[src/rtl/piso_serial_tx_pkg.sv]
// Shared types for the parallel-in serial-out transmitter and its matching receiver.
package piso_serial_tx_pkg;

  typedef enum logic {
    ST_IDLE  = 1'b0,
    ST_SHIFT = 1'b1
  } state_e;

  // Counter width that stays at least one bit wide for a terminal count of 1.
  function automatic int unsigned cnt_width(input int unsigned n);
    return (n <= 1) ? 1 : $clog2(n);
  endfunction

endpackage

[src/rtl/piso_serial_tx_bit_tick_gen.sv]
// Bit-period divider: tick_c marks the last clock of each DIV-clock bit period.
module bit_tick_gen
  import piso_serial_tx_pkg::*;
#(
  parameter int unsigned DIV = 1
) (
  input  logic clk,
  input  logic rst,
  input  logic clr,
  input  logic en,
  output logic tick_c
);

  localparam int unsigned CW = cnt_width(DIV);
  localparam logic [CW-1:0] LAST = CW'(DIV - 1);

  logic [CW-1:0] div_cnt_q;
  logic [CW-1:0] div_cnt_d;

  // With DIV=1 LAST is zero, so the counter never leaves 0 and tick follows en.
  assign tick_c = en && (div_cnt_q == LAST);

  always_comb begin
    div_cnt_d = div_cnt_q;
    if (clr) begin
      div_cnt_d = '0;
    end else if (en) begin
      div_cnt_d = tick_c ? '0 : div_cnt_q + CW'(1);
    end
  end

  always_ff @(posedge clk or posedge rst) begin
    if (rst) begin
      div_cnt_q <= '0;
    end else begin
      div_cnt_q <= div_cnt_d;
    end
  end

endmodule

[src/rtl/piso_serial_tx.sv]
// Parallel-in serial-out transmitter: one word per valid/ready handshake, each bit
// held DIV clocks with a frame strobe and a done pulse after the last bit.
module piso_serial_tx
  import piso_serial_tx_pkg::*;
#(
  parameter int unsigned WIDTH     = 8,
  parameter int unsigned DIV       = 1,
  parameter bit          MSB_FIRST = 1'b1
) (
  input  logic             clk,
  input  logic             rst,
  input  logic [WIDTH-1:0] din,
  input  logic             din_valid,
  output logic             din_ready,
  output logic             sout,
  output logic             sframe,
  output logic             done
);

  localparam int unsigned BW = $clog2(WIDTH);
  localparam logic [BW-1:0] LAST_BIT = BW'(WIDTH - 1);

  state_e           state_q, state_d;
  logic [WIDTH-1:0] shreg_q, shreg_d;
  logic [BW-1:0]    bit_cnt_q, bit_cnt_d;
  logic             sout_q, sout_d;
  logic             sframe_q, sframe_d;
  logic             done_q, done_d;
  logic             accept_c;
  logic             tick_c;

  assign din_ready = (state_q == ST_IDLE);
  assign accept_c  = din_valid && din_ready;
  assign sout      = sout_q;
  assign sframe    = sframe_q;
  assign done      = done_q;

  bit_tick_gen #(
    .DIV (DIV)
  ) u_tick (
    .clk    (clk),
    .rst    (rst),
    .clr    (accept_c),
    .en     (state_q == ST_SHIFT),
    .tick_c (tick_c)
  );

  always_comb begin
    state_d   = state_q;
    shreg_d   = shreg_q;
    bit_cnt_d = bit_cnt_q;
    sout_d    = sout_q;
    sframe_d  = sframe_q;
    done_d    = 1'b0;
    case (state_q)
      ST_IDLE: begin
        sout_d   = 1'b0;
        sframe_d = 1'b0;
        if (accept_c) begin
          shreg_d   = din;
          bit_cnt_d = '0;
          sout_d    = MSB_FIRST ? din[WIDTH-1] : din[0];
          sframe_d  = 1'b1;
          state_d   = ST_SHIFT;
        end
      end
      ST_SHIFT: begin
        if (tick_c) begin
          if (bit_cnt_q == LAST_BIT) begin
            bit_cnt_d = '0;
            sout_d    = 1'b0;
            sframe_d  = 1'b0;
            done_d    = 1'b1;
            state_d   = ST_IDLE;
          end else begin
            // The outgoing bit always sits at the end of the register nearest sout.
            bit_cnt_d = bit_cnt_q + BW'(1);
            shreg_d   = MSB_FIRST ? {shreg_q[WIDTH-2:0], 1'b0}
                                  : {1'b0, shreg_q[WIDTH-1:1]};
            sout_d    = MSB_FIRST ? shreg_d[WIDTH-1] : shreg_d[0];
          end
        end
      end
      default: begin
        state_d = ST_IDLE;
      end
    endcase
  end

  always_ff @(posedge clk or posedge rst) begin
    if (rst) begin
      state_q   <= ST_IDLE;
      shreg_q   <= '0;
      bit_cnt_q <= '0;
      sout_q    <= 1'b0;
      sframe_q  <= 1'b0;
      done_q    <= 1'b0;
    end else begin
      state_q   <= state_d;
      shreg_q   <= shreg_d;
      bit_cnt_q <= bit_cnt_d;
      sout_q    <= sout_d;
      sframe_q  <= sframe_d;
      done_q    <= done_d;
    end
  end

endmodule

[config.mk]
export PLATFORM = sky130hd
export DESIGN_NAME = piso_serial_tx
export DESIGN_NICKNAME = d
export VERILOG_FILES = /design/src/rtl/piso_serial_tx_pkg.sv /design/src/rtl/piso_serial_tx_bit_tick_gen.sv /design/src/rtl/piso_serial_tx.sv
export SDC_FILE = /design/constraint.sdc
export NUM_CORES = 1
export LEC_CHECK = 0
export CAP_MARGIN = 20
export CORE_MARGIN = 10
export CORE_UTILIZATION = 30
export CTS_BUF_LIST = sky130_fd_sc_hd__clkbuf_4 sky130_fd_sc_hd__clkbuf_8
export CTS_CLUSTER_DIAMETER = 40
export CTS_CLUSTER_SIZE = 40
export DETAILED_ROUTE_END_ITERATION = 7
export SLEW_MARGIN = 5
export SYNTH_ARGS = -nofsm -noshare
export SYNTH_HDL_FRONTEND = slang
export SYNTH_SLANG_ARGS = --single-unit
[constraint.sdc]
create_clock -name clk -period 2.4 [get_ports clk]
set_clock_uncertainty 0.05 [all_clocks]
set_input_delay 0.72 -clock clk [delete_from_list [all_inputs] [get_ports clk]]
set_output_delay 0.72 -clock clk [all_outputs]
set_load 0.005 [all_outputs]
; Word-level counts from Yosys, hierarchy flattened
; Index checks and enable logic that the tools add are counted.
[totals]
inputBits = 11
mem_count = 0
output_inout_bits = 4
wordCells = 47
ff_bits = 15
rom_bits = 0
latchBits = 0
mem_bits_rw = 0
[op_classes]
div_mod_pow = 0
addsub = 2
eq_ne = 5
order_cmp = 0
n_reduce_logical = 6
n_shift = 0
multipliers = 0
muxes = 25
bitwise_logic = 2
[ops]
columns = op, n
row1 = 2-to-1 mux 7 bit, 3
row2 = 2-to-1 mux 1 bit, 14
row3 = one-hot mux 7 bit (2 select lines), 1
row4 = 2-to-1 mux 3 bit, 3
row5 = "!= test 2 x 1 -> 1 bit, second input constant", 3
row6 = one-hot mux 1 bit (2 select lines), 3
row7 = one-hot mux 3 bit (2 select lines), 1
row8 = AND reduction 2 bit, 2
row9 = "adder 3 x 1 -> 3 bit, second input constant", 1
row10 = "equality test 3 bit, second input constant", 1
row11 = AND reduction 3 bit, 1
row12 = logical AND 1 bit, 2
row13 = "!= test 2 bit, second input constant", 1
row14 = inverter 1 bit, 2
row15 = nonzero test 2 bit, 1
row16 = "adder 1 bit, second input constant", 1

; Logic depth before layout (Yosys ltp)
[depth]
word_depth = 5
mapped_depth = 6
mapped_depth_nobuf = 5

; Modules after synthesis
; From an unflattened synthesis, not the netlist that was laid out.
[unflattened]
hier_cells = 76
hier_area_um2 = 839.6
[by_module_without_submodules]
columns = mod, cells_per_inst, seq_area_each_um2, area_each_um2, n_inst
row1 = piso_serial_tx, 72, 350.3, 789.5, 1
row2 = bit_tick_gen, 4, 25.0, 50.0, 1

; Worst setup path after synthesis
; No wires, ideal clock.
[synth_path]
path_type = register to register
startpoint = reg bit_cnt_q[0]
endpoint = reg shreg_q[3]
slack_ns = 0.745
setup_ns = 0.122
stages_incl_launch_ff = 7
synth_period_minus_slack_ns = 1.655
arrival_ns = 1.483
t_required_ns = 2.228
n_path_buf = 1
path_cell_list = dfrtp_1 > ha_1 > ha_1 > or3b_4 > buf_6 > o22ai_2 > a21oi_1
[synth_via]
elab_chain_cells = 3
[synth_lines]
columns = item, line_no
row1 = "start, declared", piso_serial_tx.sv:25  ; logic [BW-1:0] bit_cnt_q, bit_cnt_d;
row2 = "start signal, assigned", piso_serial_tx.sv:101  ; bit_cnt_q <= bit_cnt_d;
row3 = equality test 3 bit, piso_serial_tx.sv:69  ; if (bit_cnt_q == LAST_BIT) begin
row4 = != test 2 bit (no line), n/a
row5 = AND reduction 3 bit (no line), n/a
row6 = "end signal, assigned", piso_serial_tx.sv:100  ; shreg_q <= shreg_d;
row7 = "end, declared", piso_serial_tx.sv:24  ; logic [WIDTH-1:0] shreg_q, shreg_d;
; Every way passes these cells.
; A chain may end at the register's enable or synchronous reset.

; Final worst setup path
[layout_path]
startpoint = reg state_q
endpoint = out din_ready
[layout_via]
elab_chain_cells = 1
[layout_lines]
columns = item, line_no
row1 = "start, declared", piso_serial_tx.sv:23  ; state_e state_q, state_d;
row2 = "start signal, assigned", piso_serial_tx.sv:99  ; state_q <= state_d;
row3 = inverter 1 bit, n/a
row4 = "end, declared", piso_serial_tx.sv:14  ; output logic din_ready,
; Every way passes these cells.

==> results.toml <==
[layout]
antennaDiodeCount = 0
finalNonFillerCells = 107
area_growth_pct = 24.9
finalNetCount = 94
postLayoutCellArea_um2 = 872
layout_common_cells = "dfrtp_1, clkdlybuf4s50_1, nor2_1, a21oi_1, clkbuf_4"
fillers = 239
drive_above_1_share = 0.101
final_common_cell = "dfrtp_1"

[global_route]
grt_pass1_wl_um = 2380
grt_use_total = 0.0678
grt_overflow = 0
grt_pass1_vias = 498
antenna_found_initial = 0
grt_max_degree = 16

[power_and_ir_drop]
leakagePower_nw = 0.405
combPwrFrac = 0.446
p_per_area_mw_per_mm2 = 1260
power_frac_clock = 0.145
ir_worst_vdd_v = 0.000516
power_mw = 1.10
pwr-share-seq = 0.409
swShare = 0.349
p_switching_mw = 0.382
internal_power_mw = 0.713

[sta]
hold_slack_ns = 0.461
rsz0062_at_grt = "no"
max_clock_freq_ghz = 0.471
min_period_over_period = 0.885
finalSetupViolations = 0
tightest_slew_ns = 0.577
hold_violations = 0
relSlewSlack = 0.615
fin_setup_tns_ns = 0
min_period_ns = 2.12
drv_slew = 0

[yosys]
seq_area_frac_synth = 0.538
ys_top_cells_by_area = "dfrtp_1, a21oi_1, ha_1"
synth_top_area_cell = "dfrtp_1"
syn_area_per_cell_um2 = 10.7
synth-edff-count = 0
synth_area_um2 = 698
yosys_warnings = 0
synth_cell_types = 21
syn_nets = 79
ys_ff_latch = 15
synth.top_cell.area_share = 0.538
syn_inst = 65
synthArstFlopShare = 1.00
synth-main-ff-cell = "dfrtp_1"

[setup_path]
crit_cells = 2
slowest_delay_ns = 0.50
crit_required_ns = 1.63
ff2ff_path_depth = 5
cp_max_fo = 10
cp.arrival_ns = 1.35
cp.buffers_inverters = 2
r2r_slack_ns = 0.69
cp-startpoint = "state_q"
path_class = "reg2out"
cp_top_family = "buffers and inverters"
slowest_stage = "clkdlybuf4s50_1"
rr_startpoint = "bit_cnt_q[0]"
crit_path_start_kind = "register"
endpoint_kind = "primary output"
path_cells = "inv_1 > clkdlybuf4s50_1"

[drt]
first_iter_violations = 34
vias_per_cell = 4.65
vias = 498
drc = 0
wl_um = 1440
drtAntennaViolNets = 0
drt-pass1-iter-count = 4
wl_per_cell_um = 13.5

[placement]
gp_congestion = 0.721
placed_area_um2 = 842
dp_hpwl_um = 1030
dp.cells = 103
io_buffers = 14

[clocking]
hold_buffers = 0
cts_buffers = 3
insertion_delay_ns = 0.28
cts_setup_buffers = 0
clockRootBuffer = "clkbuf_4"
clkSinkCount = 15
cts_tree = "done"
h-tree-depth = 1
cts_resized = 0
path_clk_slew_ns = 0.09
clockBufferDepth = 2

[floorplan]
fp.dieW_um = 68.2
die_area_mm2 = 0.00466
initial_core_util = 0.316
io_pins = 15
core_mm2 = 0.00221
fp-row-count = 17
die_h_um = 68.2

[run_status]
status = "complete, no violations"

[hold_path]
hold_depth = 2
hold_start = "shreg_q[0]"
hold_class = "reg2reg"

[flow_run]
cap_violations = 0
-- sequential cells by signal (all words and copies together) (netlist names) --
register / count
shreg_q: 7
bit_cnt_q: 3
done: 1
sframe: 1
sout: 1
state_q: 1
u_tick.div_cnt_q: 1
-- cells by family after synthesis --
family,Yosys count,share of synthesized area
adder cells (fa/ha/maj),3,0.0538
flip-flops,15,0.538
AO/OA/AOI/OAI,20,0.204
buffers and inverters,6,0.0555
AND/OR/NAND/NOR,21,0.149
-- metrics by stage --
stage,setup slack [ns],utilization
finish,0.275,0.394
global placement,0.468,0.381
floorplan,0.745,-
CTS,0.257,0.394
detailed placement,0.463,0.381
global route,0.213,0.394
-- power groups by stage --
stage	registers, mW	logic, mW	clock network, mW
3_3_place_gp	0.449	0.490	0
2_1_floorplan	0.424	0.417	0
6_report	0.448	0.488	0.159
5_1_grt	0.461	0.560	0.177
4_1_cts	0.447	0.498	0.168
3_5_place_dp	0.451	0.495	0
-- synth_stat cells (2+ instances only) --
library cell and number:
dfrtp_1 15, nor2_1 10, a21oi_1 8, a22o_1 3, ha_1 3, nand2_1 3
o22ai_1 3, o22ai_2 3, and2_1 2, buf_6 2, inv_1 2, nor2b_1 2
-- worst register-to-register path: stages (launching register included) --
cell and delay (ns):
dfrtp_1 0.41, ha_1 0.22, ha_1 0.20, or3b_4 0.49, o22ai_1 0.18, a21oi_1 0.06
-- layout make-up --
type | instances | area [um2] | area share
Clock buffer | 4 | 30.0 | 0.0344
Inverter | 2 | 7.51 | 0.00861
Multi-Input combinational cell | 44 | 284 | 0.326
Sequential cell | 15 | 375 | 0.430
Tap cell | 28 | 35.0 | 0.0402
Timing Repair Buffer | 14 | 140 | 0.161
-- path summary, 6_finish.rpt --
check                              to
setup / recovery            din_ready
hold / removal             shreg_q[0]
setup reg to reg           shreg_q[2]
hold reg to reg            shreg_q[0]
max in group asynchronous        sout
min in group asynchronous  shreg_q[0]
-- per-layer routing --
| layer | wire (um) | part of all wire | GRT usage |
|---|---|---|---|
| met1 | 754 | 0.52 | 0.0865 |
| met2 | 582 | 0.40 | 0.0965 |
| met3 | 103 | 0.072 | 0.0392 |
| met4 | 0 | 0 | 0.0151 |
| met5 | 0 | 0 | 0 |
No activity file was read; power rests on OpenSTA's default activity.
